**src/rtl/multi_operand_entry_pkg.sv**
```systemverilog
// rtl/multi_operand_entry_pkg.sv - shared state codes and slot layout helper for operand entry
package multi_operand_entry_pkg;

    localparam int STATE_W = 3;

    typedef enum logic [STATE_W-1:0] {
        IDLE  = 3'd0,
        ENTER = 3'd1,
        FULL  = 3'd2
    } state_t;

    function automatic int slot_offset(input int k, input int width);
        return k * width;
    endfunction

endpackage

```
**src/rtl/edge_pulse.sv**
```systemverilog
// rtl/edge_pulse.sv - rising-edge detector; history resets high so a button held through reset gives no edge
module edge_pulse (
    input  logic clock,
    input  logic reset,
    input  logic level,
    output logic pulse
);

    logic level_q;

    always_ff @(posedge clock) begin
        if (reset) begin
            level_q <= 1'b1;
        end else begin
            level_q <= level;
        end
    end

    assign pulse = level & ~level_q;

endmodule

```
**src/rtl/multi_operand_entry.sv**
```systemverilog
// rtl/multi_operand_entry.sv - keyed operand entry with undo, valid/consume handshake and error pulse
module multi_operand_entry
    import multi_operand_entry_pkg::*;
#(
    parameter int WIDTH = 4,
    parameter int COUNT = 2,
    localparam int IDX_W = $clog2(COUNT)
) (
    input  logic                     clock,
    input  logic                     reset,
    input  logic                     confirm,
    input  logic                     undo,
    input  logic [WIDTH-1:0]         in,
    input  logic                     consume,
    output logic [STATE_W-1:0]       state,
    output logic [IDX_W-1:0]         index,
    output logic [COUNT*WIDTH-1:0]   operands,
    output logic                     valid,
    output logic                     error
);

    localparam logic [IDX_W-1:0] LAST = IDX_W'(COUNT - 1);

    logic             cf;
    logic             ud;
    state_t           state_q;
    logic [IDX_W-1:0] index_q;
    logic [WIDTH-1:0] slots [COUNT];
    logic             valid_q;
    logic             error_q;

    edge_pulse u_confirm_edge (
        .clock (clock),
        .reset (reset),
        .level (confirm),
        .pulse (cf)
    );

    edge_pulse u_undo_edge (
        .clock (clock),
        .reset (reset),
        .level (undo),
        .pulse (ud)
    );

    always_ff @(posedge clock) begin
        if (reset) begin
            state_q <= IDLE;
            index_q <= '0;
            valid_q <= 1'b0;
            error_q <= 1'b0;
            for (int k = 0; k < COUNT; k++) begin
                slots[k] <= '0;
            end
        end else begin
            error_q <= 1'b0;
            case (state_q)
                // Edges in the first cycle after reset are swallowed silently.
                IDLE: begin
                    state_q <= ENTER;
                end
                ENTER: begin
                    if (cf && ud) begin
                        error_q <= 1'b1;
                    end else if (cf) begin
                        slots[index_q] <= in;
                        if (index_q == LAST) begin
                            state_q <= FULL;
                            valid_q <= 1'b1;
                        end else begin
                            index_q <= index_q + IDX_W'(1);
                        end
                    end else if (ud) begin
                        if (index_q != '0) begin
                            index_q <= index_q - IDX_W'(1);
                            slots[index_q - IDX_W'(1)] <= '0;
                        end else begin
                            error_q <= 1'b1;
                        end
                    end
                end
                FULL: begin
                    // consume outranks any button edge seen in the same cycle
                    if (consume) begin
                        state_q <= ENTER;
                        index_q <= '0;
                        valid_q <= 1'b0;
                        for (int k = 0; k < COUNT; k++) begin
                            slots[k] <= '0;
                        end
                    end else if (ud) begin
                        state_q        <= ENTER;
                        valid_q        <= 1'b0;
                        slots[COUNT-1] <= '0;
                    end else if (cf) begin
                        error_q <= 1'b1;
                    end
                end
                default: begin
                    state_q <= IDLE;
                    valid_q <= 1'b0;
                    error_q <= 1'b1;
                end
            endcase
        end
    end

    for (genvar k = 0; k < COUNT; k++) begin : g_flatten
        assign operands[slot_offset(k, WIDTH) +: WIDTH] = slots[k];
    end

    assign state = state_q;
    assign index = index_q;
    assign valid = valid_q;
    assign error = error_q;

endmodule

```
**config.mk**
```make
export PLATFORM = sky130hd
export DESIGN_NAME = multi_operand_entry
export DESIGN_NICKNAME = d
export VERILOG_FILES = /design/src/rtl/multi_operand_entry_pkg.sv /design/src/rtl/edge_pulse.sv /design/src/rtl/multi_operand_entry.sv
export SDC_FILE = /design/constraint.sdc
export NUM_CORES = 1
export LEC_CHECK = 0
export BUFFER_PORTS_ARGS = -buffer_cell sky130_fd_sc_hd__clkbuf_2
export CORE_MARGIN = 3
export CORE_UTILIZATION = 40
export CTS_BUF_LIST = sky130_fd_sc_hd__clkbuf_16
export CTS_CLUSTER_DIAMETER = 80
export DETAILED_ROUTE_END_ITERATION = 16
export GPL_TIMING_DRIVEN = 0
export PLACE_DENSITY = 0.71
export RECOVER_POWER = 50
export SLEW_MARGIN = 20
export SYNTH_ARGS = -nofsm -noshare
export SYNTH_HDL_FRONTEND = slang
export SYNTH_SLANG_ARGS = --single-unit
export TNS_END_PERCENT = 20
```
**constraint.sdc**
```tcl
create_clock -name clock -period 2.3 [get_ports clock]
set_input_delay 0 -clock clock [delete_from_list [all_inputs] [get_ports clock]]
set_output_delay 0 -clock clock [all_outputs]
set_load 0.03 [all_outputs]
```
### After elaboration in Yosys (flattened, before gate mapping)

Memory sizes are Yosys's and may differ from the RTL's.
Index checks and enable logic that the tools add are counted.
Widths: inputs -> output; s select.

* memories kept: 1
* register bits: 8
* RAM bits: 8

* reductions and logical operators: 8
* muxes and demuxes: 58
* bitwise gates (word level): 8
* add/sub/neg operators: 2
* equal/unequal tests: 8

Memory list
* slots: depth 2, width 4, read ports 2, clocked after Yosys merged registers in 0, wr ports 2, RTL line multi_operand_entry.sv:28 `logic [WIDTH-1:0] slots [COUNT];`

Operators by type and width (number)
* $mux 1: 44
* $mux 4: 5
* $mux 3: 5
* $pmux 3 s3: 1
* $ne 2x2->1 const B: 4
* $reduce_and 4->1: 2
* $reduce_or 4->1: 2
* $ne 3x3->1 const B: 2
* $pmux 1 s3: 2
* $reduce_and 5->1: 1
* $eq 3x1->1 const B: 1
* $eq 3x2->1 const B: 1
* $logic_not 3->1: 1
* $not 1->1: 3
* $or 1x1->1: 3
* $and 1x1->1: 2
* $pmux 1 s2: 1
* $reduce_bool 2->1: 1
* $add 1x1->1 const B: 1
* $logic_and 1x1->1: 1
* $sub 1x1->1 const B: 1

### Depth between registers and ports, before layout

* word-level depth: 10
* mapped depth: 7

### Cells and area by module

Synthesis repeated with hierarchy kept, for this count alone.

* cell total of the unflattened synthesis: 68
* area, all modules: 768.2 um2

By module, submodules not included
* multi_operand_entry: area each 703.2 um2, cells an instance 62, instances 1
* edge_pulse: area each 32.5 um2, cells an instance 3, instances 2

### Worst setup path after synthesis

Ideal clock, no wire load.

* kind: register -> register
* start: register state_q[1] (netlist: state[1])
* end: memory slots[1][0], enable pin
* arrival time: 1581 ps
* clock period less this slack: 1854 ps
* setup slack: 446 ps
* required time: 2027 ps
* stages on the path, launching flop included: 7
* cells stage by stage: dfxtp_1 inv_1 ha_1 buf_2 nand3_1 nor2_1 or3b_1

RTL lines
* start: declaration: RTL line multi_operand_entry.sv:26 `state_t state_q;`
* start signal: assignment: RTL line multi_operand_entry.sv:48 `state_q <= IDLE;`
* start signal: assignment: RTL line multi_operand_entry.sv:60 `state_q <= ENTER;`
* start signal: assignment: RTL line multi_operand_entry.sv:68 `state_q <= FULL;`
* end: declaration: RTL line multi_operand_entry.sv:28

==> flow_summary.yaml <==
power_and_ir_drop:
  p_clk_share_pct: 33.0
  total_power_mw: 0.9897
  switching_share_pct: 33.59
  power.internal_mw: 0.6573
  vdd_ir_drop_max_mv: 0.6251
  combPwrFrac_pct: 31.3
  leakagePower_nw: 0.4095
  p_switching_mw: 0.3324
  powerDensity_nw_per_um2: 990.0
  pwr-share-seq_pct: 35.7
synthesis:
  ys.warnings.count: 0
  ys_seq_area_share_pct: 47.65
  synthArstFlopShare_pct: 0
  synth_nets: 91
  ys.flop_type: "edfxtp_1"
  yosysTopAreaCell: "edfxtp_1"
  synth_cells: 77
  yosysUniqueCellTypes: 34
  syn_area_per_cell_um2: 10.37
  synth-edff-count: 8
  yosys-top-cells-count: "and2_1, edfxtp_1, dfxtp_1, nor2_1, ha_1"
  synth_seq_cells: 15
  synth_area_um2: 798.3
  synth_area_leaders: "edfxtp_1, dfxtp_1, ha_1, and2_1, nor2_1"
  synth_top_area_share_pct: 30.09
timing:
  rsz0062_at_grt: "false"
  max_freq_ghz: 0.5603
  setup_tns_ns: 0
  hold_violations: 0
  skew_ns: 0.003562
  drv_slew: 0
  fin_crit_sh_pct: 77.60
  period_minus_slack_ns: 1.785
  fin_hold_ws_ns: 0.02223
  timing.final.ws_setup_ns: 0.5152
  setup_viol: 0
global_routing:
  overflow: 0
  grt_max_degree: 11
  antenna_found_initial: 0
  grt.total_usage_pct: 14.20
  grt_pass1_wl_um: 2642
  grt_pass1_vias: 609
cts:
  cts.sinks: 15
  htree_levels: 1
  cts_repair_resize_count: 0
  cts_setup_buffers: 0
  ctsRootBufferMaster: "clkbuf_16"
  clockBufferDepth: 2
  clk_latency_ns: 0.24
  path_clk_slew_ns: 0.04
  cts_made_buffers: 3
  cts_tree: "built"
run:
  drv_cap: 0
detailed_routing:
  drt-initial-drc-count: 14
  via_per_inst: 5.117
  wl_um: 1671
  wl_per_cell_um: 13.05
  dr.pass1.iters: 4
  vias: 655
  ant_nets: 0
  drc: 0
critical_path:
  cp_data_required_time_ns: 2.24
  path_buf_inv: 2
  arrival_ns: 1.72
  end_kind: "flip-flop"
  critPathLaunch: "state[1]"
  reg2reg_from: "state[1]"
  crit_family: "simple AND/OR/NAND/NOR gates"
  start_kind: "flip-flop"
  crit_chain: "inv_1 > ha_1 > buf_2 > nand3_1 > nor3_1 > a211o_1"
  worstSetupPathType: "reg2reg"
  slowest_delay_ns: 0.33
  cp_max_fo: 8
  crit_path_top_delay_cell: "dfxtp_1"
floorplan:
  io_pins: 23
  start_util_pct: 44.31
  die_h_um: 50.67
  rows: 15
  die-area_um2: 2567
  fp.dieW_um: 50.67
  design.core.area_um2: 1802
placement:
  dp_cells: 123
  gp_congestion: 0.8304
  placed_area_um2: 934.6
  io_buffers: 21
  pre_cts_slack_ns: 0.5612
  place_hpwl_um: 1204
cells_and_area:
  area_growth_pct: 25.24
  finalNonFillerCells: 128
  utilization_pct: 55.49
  final_area_um2: 999.7
  antennaDiodeCount: 0
  fillCellCount: 182
  drive_gt1_share_pct: 15.53
  final_nets: 118
worst_hold_path:
  holdCritPathClass: "in2reg"
  hp-start: "confirm"
run_status:
  status: "finished clean"
## final cells by class
| class | instances | area (um^2) | share of cell area [%] |
|---|---|---|---|
| inverters | 4 | 15.01 | 1.502 |
| flip-flops and latches | 15 | 380.4 | 38.05 |
| repair buffers | 22 | 96.34 | 9.637 |
| clock buffers | 3 | 75.07 | 7.509 |
| plain buffers | 3 | 16.27 | 1.627 |
| multi-input cells | 55 | 381.6 | 38.17 |
| well taps | 25 | 31.28 | 3.129 |
| clock inverters | 1 | 3.754 | 0.3755 |
## flip-flops by register name, indices dropped and copies added, names as in the netlist
signal	cells
error	1
index	1
slots	8
state	2
u_confirm_edge.level_q	1
u_undo_edge.level_q	1
valid	1
## what timing repair did
| action | in CTS | in global routing |
|---|---|---|
| endpoints found under the setup margin | 0 | 0 |
| endpoints found under the hold margin | 1 | 0 |
| hold buffers | 1 | 0 |
## power groups by stage
stage | registers (mW) | clock network (mW) | logic (mW)
global placement | 0.357 | 0 | 0.308
CTS | 0.355 | 0.334 | 0.317
finish | 0.354 | 0.326 | 0.310
detailed placement | 0.360 | 0 | 0.315
floorplan | 0.426 | 0 | 0.164
global route | 0.360 | 0.345 | 0.338
## metal layers
metal  routed length, um  part of all wire [%]  up-vias  global-route usage (%)
li1                    -                     -      325                       -
met1                 727                    44      305                   15.26
met2                 799                    48       20                   24.57
met3                 109                   6.5        5                   4.154
met4                  35                   2.1        0                   8.072
met5                   0                     0        -                       0
## final timing paths
check / endpoint / slack, ns / cells after the start
min reg2reg: valid / 0.53 / 2
max: slots[0][0] / 0.52 / 6
min: u_confirm_edge.level_q / 0.02 / 2
max reg2reg: slots[0][0] / 0.52 / 6
## layout by cell type, fill, tap and decap left out, drive strengths merged, types with 2 or more instances in the layout
cell     n
nor3     4
nor2b    3
ha       5
a31oi    2
nand2b   3
and2     8
or2      2
nor2     6
nand3    2
o41ai    2
a21oi    2
edfxtp   8
o21ai    3
clkbuf  25
buf      2
dfxtp    7
inv      5
## kinds of logic (layout without fill, tap and decap cells)
kind of cell,after synthesis,after routing,share of synthesized area [%]
other cells,1,1,0.4698
simple gates,35,35,27.74
flops,15,15,47.65
buf+inv,7,33,3.917
fa+ha+maj,5,5,7.837
compound gates,14,14,12.38
No activity file was read; power rests on OpenSTA's default activity.
